<file path="src/rtl/mult_share_arbiter.sv">
// Round-robin arbiter sharing one shift-add multiplier between two requesters.
// Each job takes W CALC cycles, then a one-cycle DONE that pulses done[owner].
module mult_share_arbiter #(
    parameter int W  = 8,
    parameter int CW = 4
) (
    input  logic             clk,
    input  logic             rst_n,
    input  logic [1:0]       req,
    input  logic [W-1:0]     a0,
    input  logic [W-1:0]     b0,
    input  logic [W-1:0]     a1,
    input  logic [W-1:0]     b1,
    output logic             busy,
    output logic             owner,
    output logic [1:0]       done,
    output logic [2*W-1:0]   result
);

    typedef enum logic [1:0] {
        IDLE = 2'd0,
        CALC = 2'd1,
        DONE = 2'd2
    } state_t;

    state_t           state_q, state_d;
    logic             busy_q, busy_d;
    logic             owner_q, owner_d;
    logic [1:0]       done_q, done_d;
    logic [2*W-1:0]   result_q, result_d;
    logic             rr_last_q, rr_last_d;
    logic [1:0]       armed_q, armed_d;
    logic [2*W-1:0]   acc_q, acc_d;
    logic [2*W-1:0]   mcand_q, mcand_d;
    logic [W-1:0]     mplier_q, mplier_d;
    logic [CW-1:0]    step_q, step_d;

    logic [1:0]       ereq;
    logic             gnt;
    logic [2*W-1:0]   sum;

    always_comb begin
        state_d   = state_q;
        busy_d    = busy_q;
        owner_d   = owner_q;
        done_d    = '0;
        result_d  = result_q;
        rr_last_d = rr_last_q;
        armed_d   = armed_q;
        acc_d     = acc_q;
        mcand_d   = mcand_q;
        mplier_d  = mplier_q;
        step_d    = step_q;
        gnt       = 1'b0;
        sum       = acc_q + (mplier_q[0] ? mcand_q : '0);
        ereq      = req & armed_q;

        // A low request re-arms; completion disarms below, and wins if both apply
        for (int unsigned i = 0; i < 2; i++) begin
            if (!req[i]) armed_d[i] = 1'b1;
        end

        case (state_q)
            IDLE: begin
                if (ereq != 2'b00) begin
                    gnt      = (ereq == 2'b11) ? ~rr_last_q : ereq[1];
                    owner_d  = gnt;
                    busy_d   = 1'b1;
                    mcand_d  = {{W{1'b0}}, (gnt ? a1 : a0)};
                    mplier_d = gnt ? b1 : b0;
                    acc_d    = '0;
                    step_d   = '0;
                    state_d  = CALC;
                end
            end
            CALC: begin
                acc_d    = sum;
                mcand_d  = mcand_q << 1;
                mplier_d = mplier_q >> 1;
                step_d   = step_q + CW'(1);
                if (step_q == CW'(W - 1)) begin
                    result_d         = sum;
                    done_d[owner_q]  = 1'b1;
                    rr_last_d        = owner_q;
                    armed_d[owner_q] = 1'b0;
                    state_d          = DONE;
                end
            end
            DONE: begin
                busy_d  = 1'b0;
                state_d = IDLE;
            end
            default: state_d = IDLE;
        endcase
    end

    always_ff @(posedge clk or negedge rst_n) begin
        if (!rst_n) begin
            state_q   <= IDLE;
            busy_q    <= 1'b0;
            owner_q   <= 1'b0;
            done_q    <= '0;
            result_q  <= '0;
            rr_last_q <= 1'b1;
            armed_q   <= 2'b11;
            acc_q     <= '0;
            mcand_q   <= '0;
            mplier_q  <= '0;
            step_q    <= '0;
        end else begin
            state_q   <= state_d;
            busy_q    <= busy_d;
            owner_q   <= owner_d;
            done_q    <= done_d;
            result_q  <= result_d;
            rr_last_q <= rr_last_d;
            armed_q   <= armed_d;
            acc_q     <= acc_d;
            mcand_q   <= mcand_d;
            mplier_q  <= mplier_d;
            step_q    <= step_d;
        end
    end

    assign busy   = busy_q;
    assign owner  = owner_q;
    assign done   = done_q;
    assign result = result_q;

endmodule
</file>
<file path="config.mk">
export PLATFORM = sky130hd
export DESIGN_NAME = mult_share_arbiter
export DESIGN_NICKNAME = d
export VERILOG_FILES = /design/src/rtl/mult_share_arbiter.sv
export SDC_FILE = /design/constraint.sdc
export NUM_CORES = 1
export LEC_CHECK = 0
export ABC_AREA = 1
export CORE_ASPECT_RATIO = 2
export CORE_UTILIZATION = 45
export CTS_CLUSTER_DIAMETER = 120
export CTS_CLUSTER_SIZE = 25
export DETAILED_ROUTE_END_ITERATION = 12
export GPL_TIMING_DRIVEN = 0
export PLACE_DENSITY_LB_ADDON = 0.05
export SETUP_SLACK_MARGIN = 0.5
export SKIP_LAST_GASP = 1
export SYNTH_ARGS = -nofsm -noshare
export SYNTH_HDL_FRONTEND = slang
export SYNTH_SLANG_ARGS = --single-unit
</file>
<file path="constraint.sdc">
create_clock -name clk -period 4.6 [get_ports clk]
set_input_delay 0.92 -clock clk [delete_from_list [all_inputs] [get_ports clk]]
set_output_delay 0.92 -clock clk [all_outputs]
set_load 0.03 [all_outputs]
</file>
==> flow_summary_export.csv, run 1 <==
group,metric,value,unit
outcome,status,"completed",
yosys,synth.net_count,581,
worst_setup_path,start_kind,"flip-flop",
clocking,htreeDepth,3,
hold_path,hold_path.class,"reg2reg",
die,row_count,48,
place,place_hpwl,7950,µm
run,drv_cap,0,
die,io_pins,56,
die,start_util,46.2,%
detailed_routing,wl,10200,µm
clocking,clk_pin_slew,0.06,ns
die,die_w,68.4,µm
yosys,yosysTopAreaCellShare,41.6,%
timing,rsz0062_at_grt,"no",
worst_setup_path,critPathMaxFanout,10,
worst_setup_path,cp_cell_sequence,"buf_2, clkbuf_1, nand2_1, inv_1, ha_1, fa_1, nand2_1, nand2_1, and2_4, nand2_2, nand2_2, xor2_1, nand2_1, nand2_1",
yosys,yosysSeqAreaShare,43.6,%
yosys,yosysUniqueCellTypes,35,
detailed_routing,drtIter0Drc,137,
worst_setup_path,crit_path_frequent_cell,"nand2_1",
final_layout,fin_nets,647,
yosys,synth-seq-cells,69,
clocking,hold_buffers,0,
detailed_routing,dr.pass1.iters,5,
worst_setup_path,critPathKind,"reg2reg",
timing,fin_crit,2.57,ns
timing,max-slew-margin-rel,39.1,%
worst_setup_path,crit_buf_inv,3,
pwr,power_leakage,0.00266,µW
grt,grt_antenna_before_repair,0,
yosys,ys_top_cells_by_count,"nand2_1, inv_1, dfrtp_1, nand3_1, o21ai_0",
timing,worst_pin_slew,0.913,ns
yosys,synth_top_cell_by_area,"dfrtp_1",
timing,hold_violations,0,
worst_setup_path,crit_family,"simple AND/OR/NAND/NOR gates",
die,die_h,135,µm
clocking,cts_buffers,9,
yosys,synthesis.area,3970,µm²
worst_setup_path,required,4.87,ns
timing,fin_crit_sh,55.8,%
clocking,clockBufferDepth,2,
clocking,postCtsResizedCells,0,
grt,first_global_vias,3542,
timing,clock_skew,0.00333,ns
grt,grt_max_degree,70,
worst_setup_path,crit_slowest_cell,"fa_1",
yosys,synth_ff_type,"dfrtp_1",
yosys,yosysMostFrequentCell,"nand2_1",
timing,finalSetupViolCount,0,
final_layout,diodes,0,
final_layout,syn2layout_area_growth,25.1,%
yosys,syn_area_per_cell,7.52,µm²
yosys,synth-edff-count,0,
final_layout,postLayoutCoreUtil,57.8,%
pwr,ir_drop,0.000392,V
final_layout,drive_gt1_share,10.5,%
clocking,clock_sinks,69,
timing,slew_viol_final,0,
detailed_routing,via_per_inst,5.02,
detailed_routing,vias,3508,
yosys,synth.yosys.warnings,0,
clocking,cts_tree,"done",
timing,max_freq,389,MHz
pwr,powerDensity,757,nW/µm²
clocking,clock-root-buffer,"clkbuf_16",
clocking,clk_latency,0.33,ns
place,port_buffers,55,
timing,worst_slack,2.03,ns
detailed_routing,drc,0,
detailed_routing,wl_per_cell,14.6,µm
yosys,synthTopCellsByArea,"dfrtp_1, nand2_1, inv_1",
clocking,cts_setup_buffers,0,
place,gp_congestion,0.862,
yosys,async_flop_share,100,%
yosys,syn_inst,528,
die,fp.dieArea,9230,µm²
worst_setup_path,cpPeakStageDelay,0.40,ns
grt,grt_pass1_wl,16600,µm
place,post-place-ws,2.03,ns
die,core,8590,µm²
pwr,finalPower,3760,µW
worst_setup_path,crit_arrival,2.84,ns
grt,overflow,0,
grt,grt_use_total,24.9,%
detailed_routing,ant_nets,0,
worst_setup_path,crit_path_end_kind,"flip-flop",
timing,finalSetupTns,0,ns
==> layer usage <==
metal,global-route usage [%],up-vias,routed length [µm]
met5,0,-,0
met4,15.9,0,573
met3,3.63,23,251
met2,44.8,71,5710
met1,25.1,1631,3660
li1,-,1783,-
==> metrics by stage <==
step	hold WS, ns	instances	cell area, µm²
CTS	0.473	699	4970
detailed placement	0.464	683	4640
global route	0.497	699	4970
floorplan	0.441	528	3970
finish	0.469	699	4970
global placement	0.449	683	4650
==> worst paths after layout <==
path                        startpoint         end  slack [ns]  depth (start not counted)
max reg2reg                mplier_q[0]   result[8]        2.03                         14
min in group asynchronous        rst_n    acc_q[6]        0.69                          1
min                         armed_q[1]  armed_q[1]        0.47                          2
max                        mplier_q[0]   result[8]        2.03                         14
max in group asynchronous        rst_n    acc_q[7]        3.28                          1
min reg2reg                 armed_q[1]  armed_q[1]        0.47                          2
==> placed cells by master, fill, tap and decap left out, types with 2 or more instances in the layout <==
master,instances
a21oi_1,10
buf_2,7
buf_4,8
bufinv_16,2
clkbuf_1,3
clkbuf_16,9
clkdlybuf4s50_1,54
clkinvlp_4,2
dfrtp_1,66
dfstp_2,3
ha_1,16
inv_1,76
inv_2,7
inv_6,2
nand2_1,194
nand2_2,12
nand3_1,28
nand3b_1,3
nor2_1,18
nor2_2,2
nor3_2,2
o211ai_1,12
o21ai_0,28
o21ai_1,3
o221ai_1,2
o22ai_1,7
o31ai_1,2
or2_1,4
xor2_1,5
==> cell families (layout without fill, tap and decap cells) <==
group | Yosys count | in the layout | synth area share, %
AO/OA/AOI/OAI | 66 | 66 | 9.99
adder cells (fa/ha/maj) | 17 | 17 | 5.55
flip-flops | 69 | 69 | 43.6
buffers and inverters | 100 | 171 | 10.3
XOR/XNOR | 6 | 6 | 1.32
AND/OR/NAND/NOR | 270 | 270 | 29.2
==> tightest hold or removal path: stages, from the launching register on <==
cell	delay, ns
dfstp_2	0.37
inv_1	0.04
a21oi_1	0.05
==> area by class of cell <==
type / instances / area, µm²
sequential: 69 / 1730
buffer: 17 / 98.8
clock inverter: 7 / 97.6
clock buffer: 9 / 225
multi-input combinational: 359 / 1830
fill: 854 / 3620
inverter: 83 / 312
timing repair buffer: 55 / 548
tap: 100 / 125
==> sequential cells by signal, indices dropped and copies added (netlist names) <==
signal / flops
step_q: 4
mcand_q: 16
result: 16
rr_last_q: 1
owner: 1
state_q: 2
done: 2
busy: 1
mplier_q: 8
armed_q: 2
acc_q: 16
==> where the power goes <==
part,switching [µW],leakage [µW],internal (µW)
clock,276,0.000152,477
combinational,1210,0.00165,718
sequential,181,0.000856,899
total,1670,0.00266,2090
(Power assumes the default switching activity.)
==> run 2: changes to the inputs <==
Clock period 4.6 ns to 2.15 ns, I/O delays scaled along.
==> flow_summary_export.csv, run 2 (synthesis results as in run 1) <==
group,metric,value,unit
final_layout,mostFrequentLayoutCells,"nand2_1, inv_1, dfrtp_1",
outcome,status,"completed",
detailed_routing,dr.pass1.iters,4,
place,port_buffers,55,
die,die_w,68.4,µm
die,row_count,48,
timing,finalSetupViolCount,0,
detailed_routing,drtIter0Drc,150,
detailed_routing,vias,3672,
timing,fin_crit_sh,96.8,%
place,place_hpwl,7910,µm
pwr,cell_internal_pwr,4890,µW
clocking,clk_latency,0.34,ns
timing,clock_skew,0.00998,ns
die,core,8590,µm²
final_layout,syn2layout_area_growth,38.5,%
die,die_h,135,µm
pwr,powerDensity,1650,nW/µm²
worst_setup_path,critPathMaxFanout,7,
final_layout,fin_nets,658,
timing,worst_slack,0.0678,ns
worst_setup_path,crit_path_end_kind,"flip-flop",
timing,worst_pin_slew,0.891,ns
clocking,htreeDepth,3,
worst_setup_path,crit_arrival,2.31,ns
grt,grt_max_degree,70,
pwr,finalPower,9050,µW
grt,first_global_vias,3735,
final_layout,postLayoutCoreUtil,64.0,%
die,fp.dieArea,9230,µm²
die,start_util,46.2,%
worst_setup_path,required,2.38,ns
clocking,cts_tree,"done",
timing,hold-worst-slack,0.191,ns
detailed_routing,wl,11000,µm
hold_path,hold_path.class,"in2async",
clocking,clock-root-buffer,"clkbuf_16",
detailed_routing,wl_per_cell,15.4,µm
clocking,cts_buffers,9,
pwr,clkPwrFrac,15.7,%
timing,hold_violations,0,
timing,slew_viol_final,0,
pwr,power.switching,4160,µW
timing,max_freq,480,MHz
detailed_routing,ant_nets,0,
worst_setup_path,critPathKind,"reg2reg",
final_layout,layout_commonest_cell,"nand2_1",
timing,rsz0062_at_grt,"yes",
clocking,hold_buffers,0,
timing,max-slew-margin-rel,40.6,%
grt,grt_pass1_wl,17500,µm
final_layout,drive_gt1_share,26.6,%
pwr,power_frac_seq,26.0,%
detailed_routing,via_per_inst,5.17,
timing,finalSetupTns,0,ns
pwr,switching_share,46.0,%
clocking,clockBufferDepth,2,
place,post-place-ws,-0.0695,ns
clocking,clock_sinks,69,
pwr,combPwrFrac,58.3,%
pwr,power_leakage,0.00285,µW
final_layout,fillers,774,
die,io_pins,56,
place,gp_congestion,0.868,
final_layout,diodes,0,
grt,grt_antenna_before_repair,0,
grt,grt_use_total,26.2,%
worst_setup_path,rr_worst_depth,13,
timing,fin_crit,2.08,ns
detailed_routing,drc,0,
run,drv_cap,0,
pwr,ir_drop,0.000757,V
clocking,clk_pin_slew,0.06,ns
worst_setup_path,start_kind,"flip-flop",
grt,overflow,0,
## run 2: cell types whose count changed in the layout (fill, tap and decap cells not counted), sizes merged
cell / delta
dlygate4sd2: +20
inv: -2
clkinvlp: -2
clkbuf: +6
bufinv: -2
clkdlybuf4s50: -20
buf: +11
## run 2: timing repair
item / CTS / global route
pin swaps: 35 / 31
setup buffers: 7 / 4
gates resized for setup: 82 / 36
setup endpoints to repair: 50 / 43
## run 2: per-layer routing
layer / global-route usage [%] / vias up / share of wire [%]
met5: 0 / - / 0
met4: 20.3 / 0 / 6.0
met3: 6.76 / 44 / 3.9
met2: 44.0 / 102 / 54
met1: 26.1 / 1717 / 36
li1: - / 1809 / -
## run 2: path summary, 6_finish.rpt
| check | from | to | slack [ns] |
|---|---|---|---|
| max | mplier_q[0] | acc_q[6] | 0.07 |
| min | rst_n | acc_q[13] | 0.19 |
| max reg2reg | mplier_q[0] | acc_q[6] | 0.07 |
| min reg2reg | result[1] | result[1] | 0.47 |
| max in group asynchronous | rst_n | result[11] | 1.35 |
| min in group clk | result[1] | result[1] | 0.47 |
## run 2: layout make-up
| type | count | area (µm²) | share of cell area (%) |
|---|---|---|---|
| Buffer | 17 | 128 | 2.32 |
| Multi-Input combinational cell | 359 | 2310 | 42.0 |
| Tap cell | 100 | 125 | 2.27 |
| Clock inverter | 1 | 5.00 | 0.0910 |
| Inverter | 83 | 317 | 5.76 |
| Sequential cell | 69 | 1730 | 31.5 |
| Timing Repair Buffer | 66 | 606 | 11.0 |
| Clock buffer | 15 | 278 | 5.05 |
## run 2: worst max-delay path, cell delays in order (launching register included)
cell	delay [ns]
dfrtp_1	0.37
buf_6	0.12
clkbuf_16	0.15
nand2_4	0.06
inv_4	0.04
ha_4	0.15
fa_2	0.34
nand2_1	0.08
nand2_1	0.07
nand3b_1	0.11
nand2_2	0.10
or2_4	0.27
nand3_2	0.07
nand2_1	0.05
## run 2: metrics by stage
stage | std cells | instance area (µm²)
2_1_floorplan | 528 | 4130
5_1_grt | 710 | 5500
3_5_place_dp | 683 | 4800
4_1_cts | 706 | 5330
3_3_place_gp | 683 | 4800
6_report | 710 | 5500
## run 2: power by group through the flow
| stage | Clock (µW) | Combinational (µW) | Sequential [µW] |
|---|---|---|---|
| 6_report | 1420 | 5270 | 2360 |
| 5_1_grt | 1500 | 5770 | 2430 |
| 4_1_cts | 1440 | 4910 | 2350 |
| 3_5_place_dp | 0 | 4490 | 2350 |
| 3_3_place_gp | 0 | 4400 | 2330 |
| 2_1_floorplan | 0 | 2850 | 2590 |
